<file path="config.mk">
export PLATFORM = sky130hd
export DESIGN_NAME = hue_arbiter
export DESIGN_NICKNAME = d
export VERILOG_FILES = /design/src/rtl/hue_arbiter.sv
export SDC_FILE = /design/constraint.sdc
export NUM_CORES = 1
export LEC_CHECK = 0
export BUFFER_PORTS_ARGS = -buffer_cell sky130_fd_sc_hd__buf_4
export CAP_MARGIN = 20
export CELL_PAD_IN_SITES_DETAIL_PLACEMENT = 0
export CELL_PAD_IN_SITES_GLOBAL_PLACEMENT = 1
export CORE_MARGIN = 3
export CORE_UTILIZATION = 36
export DETAILED_ROUTE_END_ITERATION = 8
export GPL_ROUTABILITY_DRIVEN = 0
export HOLD_SLACK_MARGIN = 0.03
export PLACE_DENSITY = 0.76
export SYNTH_ARGS = -nofsm -noshare
export SYNTH_HDL_FRONTEND = slang
export SYNTH_SLANG_ARGS = --single-unit
export TNS_END_PERCENT = 1
</file>
<file path="constraint.sdc">
create_clock -name i_clk -period 3.65 [get_ports i_clk]
set_input_delay 0.73 -clock i_clk [delete_from_list [all_inputs] [get_ports i_clk]]
set_output_delay 0.73 -clock i_clk [all_outputs]
set_load 0.01 [all_outputs]
</file>
<file path="src/rtl/hue_arbiter.sv">
// hue_arbiter: round-robin share of one in-order hue pipeline between two RGB565
// requesters. A 1-bit tag FIFO records the owner of every in-flight pixel so each
// returning hue result is steered back to the requester that issued it.
module hue_arbiter #(
  parameter int unsigned TAG_DEPTH = 8
) (
  input  logic        i_clk,
  input  logic        i_rst,
  input  logic [15:0] i_req0_data,
  input  logic        i_req0_valid,
  output logic        o_req0_ready,
  input  logic [15:0] i_req1_data,
  input  logic        i_req1_valid,
  output logic        o_req1_ready,
  output logic [15:0] o_pipe_data,
  output logic        o_pipe_valid,
  input  logic [15:0] i_pipe_data,
  input  logic        i_pipe_valid,
  output logic [15:0] o_hue0_data,
  output logic        o_hue0_valid,
  output logic [15:0] o_hue1_data,
  output logic        o_hue1_valid,
  output logic        o_busy,
  output logic        o_err
);

  localparam int unsigned PtrW = (TAG_DEPTH > 2) ? $clog2(TAG_DEPTH) : 1;
  localparam int unsigned CntW = $clog2(TAG_DEPTH + 1);
  localparam logic [CntW-1:0] CntMax = CntW'(TAG_DEPTH);

  // State
  logic [CntW-1:0]      count_q, count_d;
  logic [PtrW-1:0]      wr_ptr_q, wr_ptr_d;
  logic [PtrW-1:0]      rd_ptr_q, rd_ptr_d;
  logic [TAG_DEPTH-1:0] tag_q, tag_d;
  logic                 last_q, last_d;
  logic [15:0]          pipe_data_q, pipe_data_d;
  logic                 pipe_valid_q, pipe_valid_d;
  logic [15:0]          hue0_data_q, hue0_data_d;
  logic                 hue0_valid_q, hue0_valid_d;
  logic [15:0]          hue1_data_q, hue1_data_d;
  logic                 hue1_valid_q, hue1_valid_d;
  logic                 busy_q, busy_d;
  logic                 err_q, err_d;

  // Per-cycle decisions
  logic can_issue;
  logic gnt0, gnt1;
  logic push, pop;
  logic pop_tag;

  // Grant: issue only below full on the registered count; a tie goes to the
  // requester that was not granted last. Readys are held low during reset.
  always_comb begin
    can_issue = (count_q < CntMax);
    gnt0      = 1'b0;
    gnt1      = 1'b0;
    if (can_issue && !i_rst) begin
      if (i_req0_valid && i_req1_valid) begin
        gnt0 = last_q;
        gnt1 = ~last_q;
      end else begin
        gnt0 = i_req0_valid;
        gnt1 = i_req1_valid;
      end
    end
  end

  assign push    = gnt0 | gnt1;
  assign pop     = i_pipe_valid && (count_q != '0);
  assign pop_tag = tag_q[rd_ptr_q];

  // Next-state: tag FIFO push/pop, pipeline issue register, result routing.
  always_comb begin
    count_d      = count_q;
    wr_ptr_d     = wr_ptr_q;
    rd_ptr_d     = rd_ptr_q;
    tag_d        = tag_q;
    last_d       = last_q;
    pipe_data_d  = pipe_data_q;
    pipe_valid_d = push;
    hue0_data_d  = hue0_data_q;
    hue1_data_d  = hue1_data_q;
    hue0_valid_d = pop && !pop_tag;
    hue1_valid_d = pop && pop_tag;
    // A result with nothing in flight has no owner; drop it and flag it.
    err_d        = err_q | (i_pipe_valid && (count_q == '0));

    if (push) begin
      tag_d[wr_ptr_q] = gnt1;
      wr_ptr_d        = wr_ptr_q + 1'b1;
      last_d          = gnt1;
      pipe_data_d     = gnt1 ? i_req1_data : i_req0_data;
    end

    if (pop) begin
      rd_ptr_d = rd_ptr_q + 1'b1;
    end

    unique case ({push, pop})
      2'b10:   count_d = count_q + 1'b1;
      2'b01:   count_d = count_q - 1'b1;
      default: count_d = count_q;
    endcase

    if (hue0_valid_d) begin
      hue0_data_d = i_pipe_data;
    end
    if (hue1_valid_d) begin
      hue1_data_d = i_pipe_data;
    end

    busy_d = (count_d != '0);
  end

  // State registers with synchronous reset; last_q resets to 1 so requester 0
  // wins the first tie.
  always_ff @(posedge i_clk) begin
    if (i_rst) begin
      count_q      <= '0;
      wr_ptr_q     <= '0;
      rd_ptr_q     <= '0;
      tag_q        <= '0;
      last_q       <= 1'b1;
      pipe_data_q  <= '0;
      pipe_valid_q <= 1'b0;
      hue0_data_q  <= '0;
      hue0_valid_q <= 1'b0;
      hue1_data_q  <= '0;
      hue1_valid_q <= 1'b0;
      busy_q       <= 1'b0;
      err_q        <= 1'b0;
    end else begin
      count_q      <= count_d;
      wr_ptr_q     <= wr_ptr_d;
      rd_ptr_q     <= rd_ptr_d;
      tag_q        <= tag_d;
      last_q       <= last_d;
      pipe_data_q  <= pipe_data_d;
      pipe_valid_q <= pipe_valid_d;
      hue0_data_q  <= hue0_data_d;
      hue0_valid_q <= hue0_valid_d;
      hue1_data_q  <= hue1_data_d;
      hue1_valid_q <= hue1_valid_d;
      busy_q       <= busy_d;
      err_q        <= err_d;
    end
  end

  assign o_req0_ready = gnt0;
  assign o_req1_ready = gnt1;
  assign o_pipe_data  = pipe_data_q;
  assign o_pipe_valid = pipe_valid_q;
  assign o_hue0_data  = hue0_data_q;
  assign o_hue0_valid = hue0_valid_q;
  assign o_hue1_data  = hue1_data_q;
  assign o_hue1_valid = hue1_valid_q;
  assign o_busy       = busy_q;
  assign o_err        = err_q;

endmodule
</file>
==> flow_metrics.py <==
metrics = {
    "outcome": {
        "status": "finished clean",
    },
    "global_routing": {
        "first_global_vias": 2427,
        "grt_antenna_before_repair": 0,
        "grt_pass1_wl_mm": 11.80,
        "grt_max_degree": 68,
        "grt.overflow.total": 0,
        "grtUsageTotal_pct": 16.45,
    },
    "cts": {
        "cts_hold_buffers": 0,
        "htree_levels": 3,
        "post_cts_buffers": 0,
        "clk_pin_slew_ns": 0.07,
        "cts_sinks": 72,
        "cts_buffers": 9,
        "cts_root_buf": "clkbuf_8",
        "cts_resized": 0,
        "clockBufferDepth": 2,
        "cts_tree": "done",
        "clkLatencyLatePin_ns": 0.35,
    },
    "pwr": {
        "power_density_nw_per_um2": 610.8,
        "leakagePower_nw": 1.855,
        "switching_share_pct": 31.35,
        "p_switching_mw": 0.7722,
        "p_int_mw": 1.691,
        "p_seq_share_pct": 40.8,
        "power_frac_comb_pct": 29.8,
        "p_clk_share_pct": 29.4,
        "irDropWorstVdd_mv": 0.2193,
    },
    "die": {
        "rows": 32,
        "io_pins": 108,
        "die_x_um": 96.36,
        "coreArea_sq_um": 7807,
        "die-area_sq_um": 9284,
        "fp.dieH_um": 96.36,
        "initial_core_util_pct": 37.64,
    },
    "worst_setup_path": {
        "cp_top_family": "compound AO/OA/AOI/OAI gates",
        "crit_start": "count_q[0]$_SDFF_PP0_",
        "crit_path_end_kind": "flop",
        "critical_path_peak_fanout": 8,
        "path_buf_inv": 1,
        "start_kind": "flop",
        "arrival_ns": 2.89,
        "r2r_start": "count_q[0]$_SDFF_PP0_",
        "worstPathCellList": "o41ai_4, inv_1, ha_1, nor3_1, a221oi_1, o21ai_0, o221ai_1, a41oi_2",
        "critPathSlowestCell": "o41ai_4",
        "crit_path_max_incr_delay_ns": 0.61,
        "critPathRequiredTime_ns": 3.84,
        "path_class": "reg -> reg",
    },
    "synth": {
        "synth_edf_count": 0,
        "postSynthCellCount": 294,
        "synth_top_area_cell": "dfxtp_1",
        "synth_area_per_cell_sq_um": 9.997,
        "synth_top_area_share_pct": 49.04,
        "synth-seq-cells": 72,
        "ys_types": 41,
        "synth_warnings": 0,
        "synthTopCellsByArea": "dfxtp_1 49%, mux2i_1 11%, nor2_1 8.8%",
        "yosys-top-cells-count": "72 x dfxtp_1, 69 x nor2_1, 33 x mux2i_1",
        "syn_nets": 351,
        "async_flop_share_pct": 0,
        "netlist_area_sq_um": 2939,
        "synth_ff_type": "dfxtp_1",
        "synth.most_common_cell": "dfxtp_1",
        "yosysSeqAreaShare_pct": 49.04,
    },
    "timing": {
        "rsz0062_at_grt": "no",
        "fmax_mhz": 370.6,
        "worst_pin_slew_ns": 0.7214,
        "setup_viol": 0,
        "post-route-period-util_pct": 73.93,
        "slew_headroom_pct": 51.91,
        "slew_violations": 0,
        "setup_ws_ns": 0.9514,
        "fin_skew_ns": 0.01027,
        "final_hold_viol_count": 0,
        "tns_ns": 0,
        "period_needed_ns": 2.699,
    },
    "drt": {
        "route.vias.total": 2527,
        "viasPerCell": 5.024,
        "wl_per_cell_um": 14.66,
        "drt_iter0_markers": 118,
        "drtPass1Iterations": 4,
        "drc": 0,
        "ant_nets": 0,
        "wirelength_mm": 7.375,
    },
    "place": {
        "place.port_buffers": 107,
        "placed_cell_area_sq_um": 3801,
        "dpl.hpwl_mm": 4.974,
        "dp_slack_ns": 0.6822,
    },
    "final_layout": {
        "num-nets-final": 453,
        "antenna-diode-count": 0,
        "fillers": 733,
        "syn_to_final_growth_pct": 37.21,
        "multi_input_area_sq_um": 1369,
        "final-seq-area_sq_um": 1441,
        "final_layout_size_suffix_gt1_share_pct": 34.16,
        "stdcell_area_sq_um": 4033,
    },
    "hold_path": {
        "hold_class": "reg -> reg",
        "min-delay-start": "tag_q[3]$_SDFFE_PP0P_",
    },
    "job": {
        "cap_violations": 0,
    },
}
per-layer routing:
layer | global-route usage (%) | wire [um] | up-vias
met1 | 20.76 | 3270 | 1195
li1 | - | - | 1244
met2 | 25.07 | 3434 | 76
met3 | 6.255 | 534 | 12
met4 | 6.893 | 136 | 0
met5 | 0 | 0 | -
cells by family (layout without fill, tap and decap cells):
logic type | after synthesis | after routing | synth area share, %
AO/OA/AOI/OAI | 47 | 47 | 13.75
XOR/XNOR | 9 | 9 | 2.682
adder cells (fa/ha/maj) | 4 | 4 | 1.703
buffers and inverters | 25 | 132 | 4.512
flip-flops | 72 | 72 | 49.04
multiplexers | 36 | 36 | 13.54
AND/OR/NAND/NOR | 101 | 101 | 14.77
path summary, 6_finish.rpt:
path                           endpoint  slack [ns]  depth (start not counted)
setup / recovery      o_busy$_SDFF_PP0_        0.95                          8
hold / removal    tag_q[3]$_SDFFE_PP0P_        0.48                          2
setup reg to reg      o_busy$_SDFF_PP0_        0.95                          8
hold reg to reg   tag_q[3]$_SDFFE_PP0P_        0.48                          2
power by group through the flow:
stage / Clock (mW) / Combinational [mW] / Sequential, mW
2_1_floorplan: 0 / 0.509 / 1.01
5_1_grt: 0.781 / 0.810 / 1.02
4_1_cts: 0.749 / 0.746 / 1.00
6_report: 0.725 / 0.734 / 1.00
3_5_place_dp: 0 / 0.744 / 1.02
3_3_place_gp: 0 / 0.730 / 1.02
cell type report:
type | instances | area share (%)
sequential | 72 | 35.74
clock buffer | 12 | 3.847
inverter | 4 | 0.3723
tap | 102 | 3.165
timing repair buffer | 112 | 21.04
clock inverter | 4 | 1.893
multi-input combinational | 197 | 33.94
sequential cells by signal (all words and copies together) (netlist names):
signal        flops
o_hue1_valid      1
count_q           4
o_pipe_data      16
o_hue0_valid      1
wr_ptr_q          3
o_err             1
rd_ptr_q          3
o_hue1_data      16
last_q            1
tag_q             8
o_hue0_data      16
o_pipe_valid      1
o_busy            1
through the flow:
| stage | cells | util (%) | power, mW | hold slack, ns |
|---|---|---|---|---|
| 2_1_floorplan | 294 | - | 1.519 | 0.4317 |
| 3_3_place_gp | 486 | 48.49 | 1.749 | 0.4543 |
| 3_5_place_dp | 487 | 48.69 | 1.764 | 0.4658 |
| 4_1_cts | 503 | 51.65 | 2.499 | 0.4822 |
| 5_1_grt | 503 | 51.65 | 2.613 | 0.5146 |
| 6_report | 503 | 51.65 | 2.463 | 0.4846 |
worst register-to-register path, delay by kind of cell (launching register included):
kind	cells	cell delay, ns
AND/OR/NAND/NOR	1	0.10
flip-flops	1	0.44
buffers and inverters	1	0.23
adder cells (fa/ha/maj)	1	0.50
AO/OA/AOI/OAI	5	1.27
cells in the final DEF (no fill, tap or decap), types with 2 or more instances in the layout:
cell type	n
a21oi_1	7
a222oi_1	16
a31oi_1	3
and3_1	2
buf_4	111
bufinv_16	2
clkbuf_8	11
dfxtp_1	72
ha_1	4
inv_1	4
mux2i_1	33
mux4_2	2
nand2_1	11
nand2b_1	2
nand3_1	2
nor2_1	69
nor2b_1	2
nor3_1	4
nor3b_1	2
o21ai_0	5
o22a_1	6
xnor2_1	3
xor2_1	6
(Power assumes the default switching activity.)
